`config.mk`:
```
export PLATFORM = sky130hd
export DESIGN_NAME = instr_fetch_stage
export DESIGN_NICKNAME = d
export VERILOG_FILES = /design/src/rtl/fetch_pkg.sv /design/src/rtl/fetch_skid_buf.sv /design/src/rtl/instr_fetch_stage.sv
export SDC_FILE = /design/constraint.sdc
export NUM_CORES = 1
export LEC_CHECK = 0
export CAP_MARGIN = 10
export CORE_MARGIN = 1
export CORE_UTILIZATION = 50
export CTS_CLUSTER_SIZE = 14
export DETAILED_ROUTE_END_ITERATION = 12
export PLACE_DENSITY = 0.9
export SKIP_LAST_GASP = 1
export SLEW_MARGIN = 20
export SYNTH_ARGS = -nofsm -noshare
export SYNTH_HDL_FRONTEND = slang
export SYNTH_SLANG_ARGS = --single-unit
```
`constraint.sdc`:
```
create_clock -name clk -period 2.8 [get_ports clk]
set_input_delay 0.56 -clock clk [delete_from_list [all_inputs] [get_ports clk]]
set_output_delay 0.56 -clock clk [all_outputs]
set_load 0.005 [all_outputs]
```
`src/rtl/fetch_pkg.sv`:
```
// Shared types and constants for the instruction fetch stage.
// WORD_SIZE sets the PC, address and instruction width.
package fetch_pkg;

    localparam int WORD_SIZE = 32;
    localparam logic [WORD_SIZE-1:0] NOP_INSTR = '0;

    typedef enum logic [1:0] {
        IDLE = 2'd0,
        REQ  = 2'd1,
        WAIT = 2'd2
    } fetch_state_t;

    typedef struct packed {
        logic [WORD_SIZE-1:0] pc;
        logic [WORD_SIZE-1:0] instr;
    } fetch_entry_t;

endpackage

```
`src/rtl/fetch_skid_buf.sv`:
```
// One-entry holding register for a fetched {pc, instr} pair.
// A write takes priority over a read, so a simultaneous read and write leaves the buffer full.
module fetch_skid_buf
    import fetch_pkg::*;
(
    input  logic         clk,
    input  logic         rst,
    input  logic         wr_i,
    input  logic         rd_i,
    input  logic         clr_i,
    input  fetch_entry_t wr_data_i,
    output fetch_entry_t rd_data_o,
    output logic         full_o
);

    logic         full_q;
    fetch_entry_t data_q;

    always_ff @(posedge clk) begin
        if (rst || clr_i) begin
            full_q <= 1'b0;
            data_q <= '0;
        end else if (wr_i) begin
            full_q <= 1'b1;
            data_q <= wr_data_i;
        end else if (rd_i) begin
            full_q <= 1'b0;
        end
    end

    assign rd_data_o = data_q;
    assign full_o    = full_q;

endmodule

```
`src/rtl/instr_fetch_stage.sv`:
```
// Fetch stage: one outstanding imem read per PC, result into the IF/ID register.
// Valid/ready: a request transfers on any edge where imem_req_valid && imem_req_ready; the address is held until then.
module instr_fetch_stage
    import fetch_pkg::*;
(
    input  logic                 clk,
    input  logic                 rst,
    input  logic                 halt,
    input  logic                 stall,
    input  logic                 flush,
    input  logic [WORD_SIZE-1:0] pc_in,
    output logic                 pc_hold,
    output logic                 imem_req_valid,
    input  logic                 imem_req_ready,
    output logic [WORD_SIZE-1:0] imem_addr,
    input  logic                 imem_resp_valid,
    input  logic [WORD_SIZE-1:0] imem_resp_data,
    output logic                 id_valid,
    output logic [WORD_SIZE-1:0] id_instr,
    output logic [WORD_SIZE-1:0] id_pc,
    output logic [WORD_SIZE-1:0] id_pc_plus4,
    output logic [31:0]          fetch_count,
    output fetch_state_t         dbg_state,
    output logic                 dbg_buf_full
);

    fetch_state_t         state_q, state_d;
    logic [WORD_SIZE-1:0] addr_q, addr_d;
    logic                 drop_q, drop_d;
    logic                 id_valid_q, id_valid_d;
    fetch_entry_t         id_entry_q, id_entry_d;
    logic [31:0]          count_q, count_d;

    logic         handshake;
    logic         resp_take;
    logic         deliver;
    fetch_entry_t resp_entry;
    logic         buf_wr, buf_rd, buf_clr, buf_full;
    fetch_entry_t buf_data;

    always_comb begin
        handshake  = (state_q == REQ) && imem_req_ready;
        resp_take  = imem_resp_valid && (state_q == WAIT);
        deliver    = resp_take && !drop_q && !flush;
        resp_entry = '{pc: addr_q, instr: imem_resp_data};
    end

    always_comb begin
        state_d = state_q;
        addr_d  = addr_q;
        case (state_q)
            IDLE: begin
                if (!halt && !buf_full && !flush) begin
                    state_d = REQ;
                    addr_d  = pc_in;
                end
            end
            REQ:     if (imem_req_ready) state_d = WAIT;
            WAIT:    if (imem_resp_valid) state_d = IDLE;
            default: state_d = IDLE;
        endcase
    end

    // A response that lands in the flush cycle is itself discarded, so nothing is left to drop.
    always_comb begin
        drop_d = drop_q;
        if (resp_take) drop_d = 1'b0;
        if (flush) drop_d = (state_q == REQ) || ((state_q == WAIT) && !imem_resp_valid);
    end

    always_comb begin
        id_valid_d = id_valid_q;
        id_entry_d = id_entry_q;
        buf_wr     = 1'b0;
        buf_rd     = 1'b0;
        buf_clr    = 1'b0;
        count_d    = count_q;
        if (id_valid_q && !stall && !flush) count_d = count_q + 32'd1;
        if (flush) begin
            id_valid_d       = 1'b0;
            id_entry_d.instr = NOP_INSTR;
            buf_clr          = 1'b1;
        end else if (!stall && buf_full) begin
            id_valid_d = 1'b1;
            id_entry_d = buf_data;
            buf_rd     = 1'b1;
            buf_wr     = deliver;
        end else if (deliver && (!id_valid_q || !stall)) begin
            id_valid_d = 1'b1;
            id_entry_d = resp_entry;
        end else if (deliver) begin
            buf_wr = 1'b1;
        end else if (!stall) begin
            id_valid_d       = 1'b0;
            id_entry_d.instr = NOP_INSTR;
        end
    end

    always_ff @(posedge clk) begin
        if (rst) begin
            state_q    <= IDLE;
            addr_q     <= '0;
            drop_q     <= 1'b0;
            id_valid_q <= 1'b0;
            id_entry_q <= '{pc: '0, instr: NOP_INSTR};
            count_q    <= '0;
        end else begin
            state_q    <= state_d;
            addr_q     <= addr_d;
            drop_q     <= drop_d;
            id_valid_q <= id_valid_d;
            id_entry_q <= id_entry_d;
            count_q    <= count_d;
        end
    end

    fetch_skid_buf u_skid (
        .clk       (clk),
        .rst       (rst),
        .wr_i      (buf_wr),
        .rd_i      (buf_rd),
        .clr_i     (buf_clr),
        .wr_data_i (resp_entry),
        .rd_data_o (buf_data),
        .full_o    (buf_full)
    );

    assign imem_req_valid = (state_q == REQ);
    assign imem_addr      = addr_q;
    assign pc_hold        = !handshake;
    assign id_valid       = id_valid_q;
    assign id_instr       = id_entry_q.instr;
    assign id_pc          = id_entry_q.pc;
    assign id_pc_plus4    = id_entry_q.pc + WORD_SIZE'(4);
    assign fetch_count    = count_q;
    assign dbg_state      = state_q;
    assign dbg_buf_full   = buf_full;

    // Memory may only answer the single outstanding request.
    resp_only_in_wait: assert property (@(posedge clk) disable iff (rst)
        imem_resp_valid |-> (state_q == WAIT));

endmodule

```
==> Yosys cells after proc, flatten, opt, wreduce, memory -nomap -nowiden <==
Index checks and enable logic that the tools add are counted.
{ "classes": {"addsub": 2, "n_eq_ne": 7, "n_mux": 24, "bitwise_logic": 1, "reduce_logical": 31} }
{ "ops": {"columns": ["cell", "n"], "rows": [
  ["$mux W32", 4],
  ["$mux W64", 1],
  ["$add A32 B1 Y32 const B", 1],
  ["$add A32 B3 Y32 const B", 1],
  ["$mux W1", 15],
  ["$logic_and A1 B1 Y1", 11],
  ["$logic_not A1 Y1", 8],
  ["$mux W2", 3],
  ["$ne A3 B1 Y1 const B", 2],
  ["$pmux W2 S3", 1],
  ["$reduce_and A2 Y1", 3],
  ["$reduce_bool A2 Y1", 3],
  ["$ne A2 B2 Y1 const B", 2],
  ["$logic_or A1 B1 Y1", 3],
  ["$reduce_and A3 Y1", 1],
  ["$eq A2 B1 Y1 const B", 1],
  ["$eq A2 B2 Y1 const B", 1],
  ["$logic_not A2 Y1", 1],
  ["$ne A2 B1 Y1 const B", 1],
  ["$reduce_or A2 Y1", 1],
  ["$not A1 Y1", 1]
]} }
{ "word_totals": {"register_bits": 197, "out_inout_bits": 166, "wordCells": 75} }

==> Depth between registers and ports, before layout <==
{ "depth": {"word_depth": 9, "ltp_mapped": 8, "depth_no_buf": 5} }

==> Hierarchy <==
Synthesis repeated with hierarchy kept, for this count alone.
{ "hier_totals": {"cells_unflattened": 967, "area_unflattened_um2": 8408.1} }
{ "by_module_without_submodules": {"columns": ["module", "n_inst", "cells_per_inst", "area_each_um2", "seq_area_each_um2"], "rows": [
  ["instr_fetch_stage", 1, 756, 6089.6, 2642.5],
  ["fetch_skid_buf", 1, 211, 2318.5, 1301.2]
]} }

==> Worst setup path after synthesis <==
Ideal clock, no wire load.
{ "synth_path": {"path_kind": "register to output", "startpoint": "reg id_entry_q, in the netlist id_pc[2]", "endpoint": "out id_pc_plus4[18]", "arrival_ns": 1.659, "setup_slack_ns": 0.581, "path_stages_with_launch": 6, "n_path_buf": 0, "path_cell_list": "dfxtp_1 > ha_1 > inv_1 > nor4_2 > nand4_1 > xnor2_1"} }
{ "synth_via": {"elab_chain_cells": 1} }
{ "synth_lines": {"columns": ["item", "line_no", "source"], "rows": [
  ["from (decl)", "instr_fetch_stage.sv:31", "fetch_entry_t id_entry_q, id_entry_d;"],
  ["from (signal assigned)", "instr_fetch_stage.sv:105", "id_entry_q <= '{pc: '0, instr: NOP_INSTR};"],
  ["from (signal assigned)", "instr_fetch_stage.sv:112", "id_entry_q <= id_entry_d;"],
  ["$add A32 B3 Y32", "instr_fetch_stage.sv:134", "assign id_pc_plus4 = id_entry_q.pc + WORD_SIZE'(4);"],
  ["to (decl)", "instr_fetch_stage.sv:21", "output logic [WORD_SIZE-1:0] id_pc_plus4,"]
]} }
No other way between the ends.

==> Final worst setup path <==
{ "layout_path": {"startpoint": "reg id_entry_q, in the netlist id_pc[4]", "endpoint": "out id_pc_plus4[31]"} }
The elaborated chain is that of the path after synthesis.

==> reports/qor.csv <==
stage,metric,value,unit
sta,Hold Worst Slack,0.4559,ns
floorplan,row count,47,
clocking,TritonCTS buffer count,17,
synthesis,Post-Synth Simple-Gate Area,22.89,%
sta,RSZ-0062 raised after global routing,yes,
global_route,met1 usage,33.30,%
synthesis,number of synthesized flops with an enable pin,0,
synthesis,XOR/XNOR share of the synthesized area,4.029,%
worst_hold_path,worst hold path type,reg -> reg,
floorplan,Initial Util,51.12,%
sta,"Setup violations, final",2,
layout,net count reported at finish,1301,
layout,layout cells sized above 1,9.589,%
global_route,number of global-route vias before repair,7886,
routing,drt via density,5.695,
synthesis,Synth area leader,dfxtp_1,
placement,RD Place Congestion,0.8411,
synthesis,Synth Area per Inst,8.444,sq um
setup_path,CP Capture Type,output port,
synthesis,ys async rst share,0,%
clocking,Root Buffer,clkbuf_16,
synthesis,Post-synth top flop,dfxtp_1,
routing,ANT nets after route,0,
synthesis,Yosys Warn Count,0,
floorplan,die area,17480,sq um
setup_path,WP data arrival,2.28,ns
clocking,clock sinks,197,
synthesis,largest family of logic cells by synthesized area,simple AND/OR/NAND/NOR gates,
routing,total number of vias,8326,
global_route,initial antenna violation count,1,
global_route,grt ovf,0,
routing,Routed wire per std cell,16.95,um
global_route,first-pass GRT wire length,39.29,mm
global_route,gr usage total,27.59,%
sta,minimum clock period,2.844,ns
global_route,largest net degree at the start of global routing,66,
synthesis,"FF+latch count, synth",197,
global_route,GRT busiest layer,met2,
clocking,Worst-Skew Late Latency,0.43,ns
floorplan,area of the core,16580,sq um
routing,"wirelength, routed",24.79,mm
setup_path,Worst Path Required,2.24,ns
synthesis,top cell type's share of synthesized area,46.52,%
setup_path,CP Max Fanout,9,
power_and_ir_drop,maximum vdd drop,0.4378,mV
sta,setup ws final,-0.04407,ns
sta,relative slew slack,71.05,%
routing,Pre-antenna DRT Iters,8,
power_and_ir_drop,pwr/cell area,498.8,nW/um^2
global_route,M2 GR Usage,47.74,%
clocking,clk buf depth,2,
sta,Worst Tran Pin Value,0.4222,ns
synthesis,complex-gate fraction of the synthesized area,16.57,%
placement,dpl cells,1415,
sta,setup TNS,-0.04677,ns
setup_path,Setup Crit Path Kind,reg -> out,
synthesis,Netlist cell types,45,
layout,Non-Filler Instances,1462,
clocking,cts hold-fix bufs,0,
sta,Clock Skews,0.01183,ns
synthesis,mux share of post-synthesis cell area,4.664,%
synthesis,synthesized area,8478,sq um
job,number of max-cap violations,0,
synthesis,Cells after Synth,1004,
sta,"Slew Viols, Final",0,
outcome,outcome,finished with violations,
layout,Finished Cell Area,11850,sq um
synthesis,Syn Nets,1077,
clocking,CTS tree,built,
floorplan,io pins,237,
global_route,M3 GR Usage,4.306,%
layout,Layout fillers,1206,
floorplan,Die X,132.2,um
clocking,H-tree depth,4,
synthesis,Area contributors post-synth,"dfxtp_1 47%, nand2_1 9.3%, a21oi_1 8.7%",
layout,Area Overhead vs Synth,39.79,%
placement,DP Area,11080,sq um
synthesis,"Seq/Total Area, Yosys",46.52,%
routing,Iter 0 DRT Violations,700,
placement,DP Wirelength,16.16,mm
routing,residual DRC count,0,
outcome,failing checks,negative setup slack,
floorplan,die height,132.2,um
sta,fmax,0.3516,GHz
power_and_ir_drop,P_leak,3.959,nW
clocking,clock transition at the registers of the reported paths,0.07,ns
placement,Port-buffer cells,236,
sta,final worst-path cycle share,101.6,%
setup_path,crit start category,register,
sta,Fin. Hold Viols,0,
synthesis,adder-cell area share of the yosys netlist,0.2952,%
[flip-flops by register name, indices dropped and copies added (netlist names)]
signal	cells
dbg_state	2
drop_q	1
id_valid	1
id_instr	32
imem_addr	32
id_pc	32
u_skid.full_o	1
fetch_count	32
u_skid.rd_data_o	64
[metrics by stage]
| stage | worst slack, ns | power [mW] | utilization, % |
|---|---|---|---|
| after floorplan | 0.5809 | 3.117 | - |
| after global placement | 0.2577 | 3.364 | 66.79 |
| after detailed placement | 0.1989 | 3.371 | 66.79 |
| after CTS | -0.06602 | 5.938 | 70.92 |
| after global routing | -0.1552 | 6.079 | 71.47 |
| final | -0.04407 | 5.912 | 71.47 |
[where the power goes]
group | switching [mW] | total, mW | internal [mW]
combinational | 0.200 | 0.426 | 0.226
clock | 1.06 | 2.60 | 1.55
sequential | 0.0444 | 2.88 | 2.84
total | 1.30 | 5.91 | 4.61
[path summary, 6_finish.rpt]
check | end | cells after the start | start | slack, ns
hold reg to reg | u_skid.rd_data_o[61] | 2 | u_skid.rd_data_o[61] | 0.46
hold / removal | u_skid.rd_data_o[61] | 2 | u_skid.rd_data_o[61] | 0.46
setup reg to reg | id_pc[22] | 5 | dbg_state[1] | 0.63
setup / recovery | id_pc_plus4[31] | 6 | id_pc[4] | -0.04
[Yosys cell counts (all sizes together), types with 13 or more instances]
library cell,count
a221oi,32
a21oi,147
a211oi,32
nand4,21
xor2,13
nor3,37
mux2i,35
buf,41
nand3,25
nor2,55
clkbuf,37
nand2,211
dfxtp,197
xnor2,26
[kinds of logic after synthesis]
family / after synthesis
buf+inv: 87
flops: 197
xor+xnor: 39
fa+ha+maj: 2
compound gates: 233
simple gates: 407
mux: 39
[layout make-up]
type / count / area, sq um / share of cell area [%]
Multi-Input combinational cell: 720 / 4151 / 35.03
Sequential cell: 197 / 3974 / 33.53
Timing Repair Buffer: 283 / 2781 / 23.47
Clock buffer: 20 / 456.7 / 3.853
Tap cell: 220 / 275.3 / 2.323
Clock inverter: 12 / 176.4 / 1.489
Inverter: 9 / 33.78 / 0.2850
Antenna cell: 1 / 2.502 / 0.02111
[metal layers]
layer	wire [um]	vias to the layer above	share of wire, %
li1	-	4000	-
met1	10020	3906	40
met2	12400	362	50
met3	1518	58	6.1
met4	854	0	3.4
met5	0	-	0
[worst max-delay path, stage by stage (launching register included)]
cell and delay, ns:
dfxtp_2 0.34, nand4_1 0.18, nor4_2 0.28, buf_4 0.21, nand4_1 0.12, xnor2_1 0.20, clkdlybuf4s50_1 0.53
[layout by cell type (no fill, tap or decap), drive strengths merged, types with 25 or more instances in the layout]
master,synthesis,final
a211oi,32,32
a21oi,147,147
a221oi,32,32
buf,41,48
clkdlybuf4s50,0,225
dfxtp,197,197
mux2i,35,35
nand2,211,211
nand3,25,25
nor2,55,55
nor3,37,37
xnor2,26,26
[timing repair]
item | in CTS | in global routing
setup endpoints to repair | 19 | 16
setup buffers | 4 | 9
resized for setup | 26 | 11
pin swaps | 5 | 6
gates cloned | 1 | 0
Note: power is estimated with default switching activity, not from simulation.
==> RTL edit 1 (config.mk and constraints unchanged) <==
Change the package constant `WORD_SIZE` from 32 to 16.
--- a/src/rtl/fetch_pkg.sv
+++ b/src/rtl/fetch_pkg.sv
@@ -2,7 +2,7 @@
 // WORD_SIZE sets the PC, address and instruction width.
 package fetch_pkg;
 
-    localparam int WORD_SIZE = 32;
+    localparam int WORD_SIZE = 16;
     localparam logic [WORD_SIZE-1:0] NOP_INSTR = '0;
 
     typedef enum logic [1:0] {
Interface: changed (6 resized); port bits go from 237 to 141. No check against the original RTL was run, so the function may have changed too.
==> RTL edit 1 against the original RTL <==
  * Power decreased by 31%
  * Sequential share of layout area decreased by 1.5 points
  * Sequential cell count decreased by 80
  * Clock skew decreased by 0.0026 ns
  * Setup slack improved by 0.087 ns
  * Design area decreased by 38%
  * Area after synthesis decreased by 39%
  * Routed wire length decreased by 39%
  * Largest power group is now the clock network
==> RTL edit 1: results (changes against the original RTL) <==
Critical Path Source id_pc[2]; Post-Syn Nets 640 (-41%); post-CTS setup buffers 0 (-4); HPWL after DPL 10.2 mm (-37%); Hold Path End u_skid.rd_data_o[30]; global routing met2 resource utilization 0.483 (+0.00586); clk_lat worst skew 0.52 ns (+0.09 ns); hold_ws 0.460 ns (+0.00377 ns); top cells by area, synth dfxtp_1, a21oi_1, mux2i_1; Peak VDD IR 424 uV (-3.1%); met3 usage 0.0755 (+0.0325); Worst R2R Start id_valid; Synth cell types 41 (-8.9%); met2 wire length 7.50 mm (-40%); switching part of the total 0.221 (+0.00120); Total GRT Usage 0.278 (+0.00257); Worst Path Max Fanout 6 (-3); Final nets 774 (-41%); Sequential Power Share 0.423 (-0.065); Worst Setup EP id_pc_plus4[14]; ratio of cells with drive above 1 in the final layout 0.102 (+0.00599); initial antenna violation count 0 (-1); max incr delay on CP 0.51 ns (-0.02 ns); root buf cell clkbuf_8; fill cell count 690 (-43%); GR Layer Usage met1 0.327 (-0.00629); placed cell count 847 (-40%); Cells after Synth 599 (-40%); vias in the first global route 4960 (-37%); Leak Pwr 2.40 nW (-39%); final WL 15.0 mm (-39%); Register Area 2350 sq um (-41%); Post-Place Setup Slack 0.00469 ns (-0.194 ns); internal power 3.16 mW (-32%); Worst Hold Launch u_skid.rd_data_o[30]; fin crit share 0.985 (-0.0310); via-per-instance ratio 5.75 (+0.94%); WP data arrival 2.20 ns (-0.08 ns); WL met1 6.13 mm (-39%); RD Place Congestion 0.825 (-1.9%); total inserted antenna cells 0 (-1); clock skew 0.00922 ns (-0.00261 ns); status finished, final reports clean; # port buffers 140 (-41%); mean routed wirelength per cell 17.1 um (+0.90%); R2R cell count 4 (-1); synth cell count leaders dfxtp_1, nand2_1, a21oi_1, mux2i_1, clkbuf_1; Relative slew margins 0.376 (-0.334); met3 wire len 1.06 mm (-30%); Worst R2R Setup Slack 0.59 ns (-0.04 ns); TritonRoute pass-1 iters 5 (-3); clock power share 0.518 (+0.078); sequential area share after synthesis 0.453 (-0.0126); PostCTS Resize Cnt 6 (-77%)
[RTL edit 1: cell types whose count changed in the layout (fill, tap and decap cells not counted), sizes merged, moves of 15 or more]
| cell | delta |
|---|---|
| dfxtp | -80 |
| nand2 | -125 |
| buf | -27 |
| clkdlybuf4s50 | -87 |
| xnor2 | -15 |
| nor2 | -23 |
| nor3 | -33 |
| a221oi | -16 |
| a21oi | -74 |
[RTL edit 1: cell type report]
class	count	area share
tap	133	0.0227
clock buffer	21	0.0626
multi-input combinational	414	0.350
sequential	117	0.321
inverter	23	0.0118
timing repair buffer	160	0.215
clock inverter	11	0.0172
[RTL edit 1: logic make-up (layout without fill, tap and decap cells)]
logic type	after synthesis	after routing	synth area share
AOI/OAI and AO/OA	144	144	0.174
xor gates and xnor gates	20	20	0.0338
adders and majority gates	2	2	0.00483
buffers and inverters	68	215	0.0551
DFF	117	117	0.453
muxes	39	39	0.0766
and+or+nand+nor	209	209	0.203
==> RTL edit 2 (same flow settings) <==
Without the edit above. Take the reset off `addr_q` and load it in a clocked block of its own.
--- a/src/rtl/instr_fetch_stage.sv
+++ b/src/rtl/instr_fetch_stage.sv
@@ -99,19 +99,21 @@
     always_ff @(posedge clk) begin
         if (rst) begin
             state_q    <= IDLE;
-            addr_q     <= '0;
             drop_q     <= 1'b0;
             id_valid_q <= 1'b0;
             id_entry_q <= '{pc: '0, instr: NOP_INSTR};
             count_q    <= '0;
         end else begin
             state_q    <= state_d;
-            addr_q     <= addr_d;
             drop_q     <= drop_d;
             id_valid_q <= id_valid_d;
             id_entry_q <= id_entry_d;
             count_q    <= count_d;
         end
+    end
+
+    always_ff @(posedge clk) begin
+        addr_q <= addr_d;
     end
 
     fetch_skid_buf u_skid (
Check against the original RTL: not equivalent (Yosys sat finds a counterexample within 4 cycles, from zero or initial values and one cycle with rst high).
==> RTL edit 2 against the original RTL <==
  * The run still ends with setup timing left
  * Area after synthesis down 5.2%
  * Routed wire length shrank 7.3%
  * Clock skew down 0.0040 ns
  * Setup slack lost 0.0073 ns
  * Sequential cell count unchanged
  * Maximum frequency down 0.26%
  * Design area is 3.1% lower
  * Power is 3.3% lower
  * Critical endpoint is now id_pc_plus4[25]
  * Highest routed layer is now met5
==> RTL edit 2: results (changes against the original RTL) <==
status complete, but fails checks; failing checks setup timing; synth warn 0 (unchanged); fill cell count 1067 (-12%); initial antenna violation count 2 (+1); Synth cell types 38 (-16%); Leak Pwr 4.09 nW (+3.3%); Slew @ Worst Pin 0.905 ns (+0.482 ns); ys flop type dfxtp_1; largest net degree at the start of global routing 69 (+4.5%); H-tree depth 4 (unchanged); clock skew 0.00780 ns (-0.00404 ns); number of enable flip-flop cells after synthesis 32 (+32); Worst Path Max Fanout 9 (unchanged); Final setup viols 4 (+2); Clock transition at path regs 0.07 ns (about the same); Initial DRC Count 771 (+10%); syn avg cell area 8.78 sq um (+3.9%); internal power 4.44 mW (-3.7%); root buf cell clkbuf_16; via-per-instance ratio 5.63 (-1.1%); Total GRT Usage 0.271 (-0.00530); vias in the first global route 7053 (-11%); clk_lat worst skew 0.43 ns (about the same); Peak VDD IR 623 uV (+42%); RD Place Congestion 0.836 (-0.56%); first-pass GRT wire length 35.2 mm (-10%); ratio of cells with drive above 1 in the final layout 0.0955 (-0.000365); Post-Syn Nets 989 (-8.2%); synth cell count leaders nand2_1, dfxtp_1, nor2_1, a21oi_1, nor3_1; Final nets 1222 (-6.1%); max reg flops 64 (unchanged); WP data arrival 2.29 ns; vias post-DR 7741 (-7.0%); sequential area share after synthesis 0.530 (+0.0652); TritonCTS Buffers 17 (unchanged); final WL 23.0 mm (-7.3%); worst min-delay path class flop to flop; HPWL after DPL 14.8 mm (-8.5%); # port buffers 236 (unchanged); TritonRoute pass-1 iters 6 (-2); Synth async-reset ratio 0 (unchanged); placed cell count 1335 (-5.7%); Max clock buf depth 2 (unchanged); top cells by area, synth dfxtp_1, edfxtp_1, nand2_1; final worst slack -0.0513 ns (-0.00728 ns)
RTL edit 2: cell types whose count changed after synthesis, sizes merged, moves of 7 or more:
cell	unedited run	this run
a211oi	32	0
a21oi	147	71
a311oi	0	32
buf	41	29
dfxtp	197	165
edfxtp	0	32
mux2i	35	1
nor2	55	110
o31ai	11	0
or4	11	0
xnor2	26	19
xor2	13	39
RTL edit 2: path summary, 6_finish.rpt:
check,startpoint,endpoint,slack [ns],depth (start not counted)
setup / recovery,id_pc[4],id_pc_plus4[25],-0.05,6
hold / removal,u_skid.rd_data_o[60],u_skid.rd_data_o[60],0.45,2
setup reg to reg,dbg_state[1],id_pc[24],0.57,6
hold reg to reg,u_skid.rd_data_o[60],u_skid.rd_data_o[60],0.45,2
RTL edit 2: what timing repair did:
action | CTS | global route
buffers inserted | 3 | 3
pin swaps | 7 | 6
resized for setup | 26 | 16
setup endpoints to repair | 19 | 17
RTL edit 2: worst max-delay path: stages (launching register included):
cell             delay (ns)
dfxtp_1                0.33
and4_4                 0.24
nand4_1                0.18
buf_6                  0.22
nor3_2                 0.21
xor2_1                 0.16
clkdlybuf4s50_1        0.52
RTL edit 2: final cells by class:
| cell class | count | area share |
|---|---|---|
| flip-flops and latches | 197 | 0.372 |
| multi-input cells | 647 | 0.311 |
| repair buffers | 280 | 0.242 |
| clock buffers | 17 | 0.0370 |
| well taps | 211 | 0.0230 |
| clock inverters | 15 | 0.0134 |
| inverters | 6 | 0.00196 |
| diodes | 1 | 0.000218 |
RTL edit 2: per-stage QoR:
stage / worst slack [ns] / cell area, sq um / TNS [ns]
after floorplan: 0.498 / 8060 / 0
after global placement: 0.0939 / 10800 / 0
after detailed placement: 0.0427 / 10800 / 0
after CTS: -0.0605 / 11400 / -0.186
after global routing: -0.151 / 11500 / -0.968
final: -0.0513 / 11500 / -0.123
RTL edit 2: cells by family (layout without fill, tap and decap cells):
logic type	count (synthesis)	after routing	share of synthesized area
flops	197	197	0.530
compound gates	139	139	0.119
mux	2	2	0.00265
simple gates	446	446	0.241
buf+inv	72	318	0.0411
xor+xnor	58	58	0.0632
other cells	0	1	0
fa+ha+maj	2	2	0.00311
RTL edit 2: power by group through the flow:
stage	sequential, mW	combinational, mW	clock, mW
floorplan	3.01	0.114	0
global placement	3.01	0.348	0
detailed placement	3.01	0.356	0
CTS	2.95	0.358	2.42
global route	2.95	0.383	2.54
finish	2.95	0.357	2.41
RTL edit 2: routing by layer:
metal	part of all wire	up-vias	wire (um)	global-route usage
met4	0.031	2	703	0.128
met2	0.51	364	11700	0.466
li1	-	3631	-	-
met5	0.00048	-	11	0
met3	0.067	65	1540	0.0486
met1	0.39	3679	9010	0.329
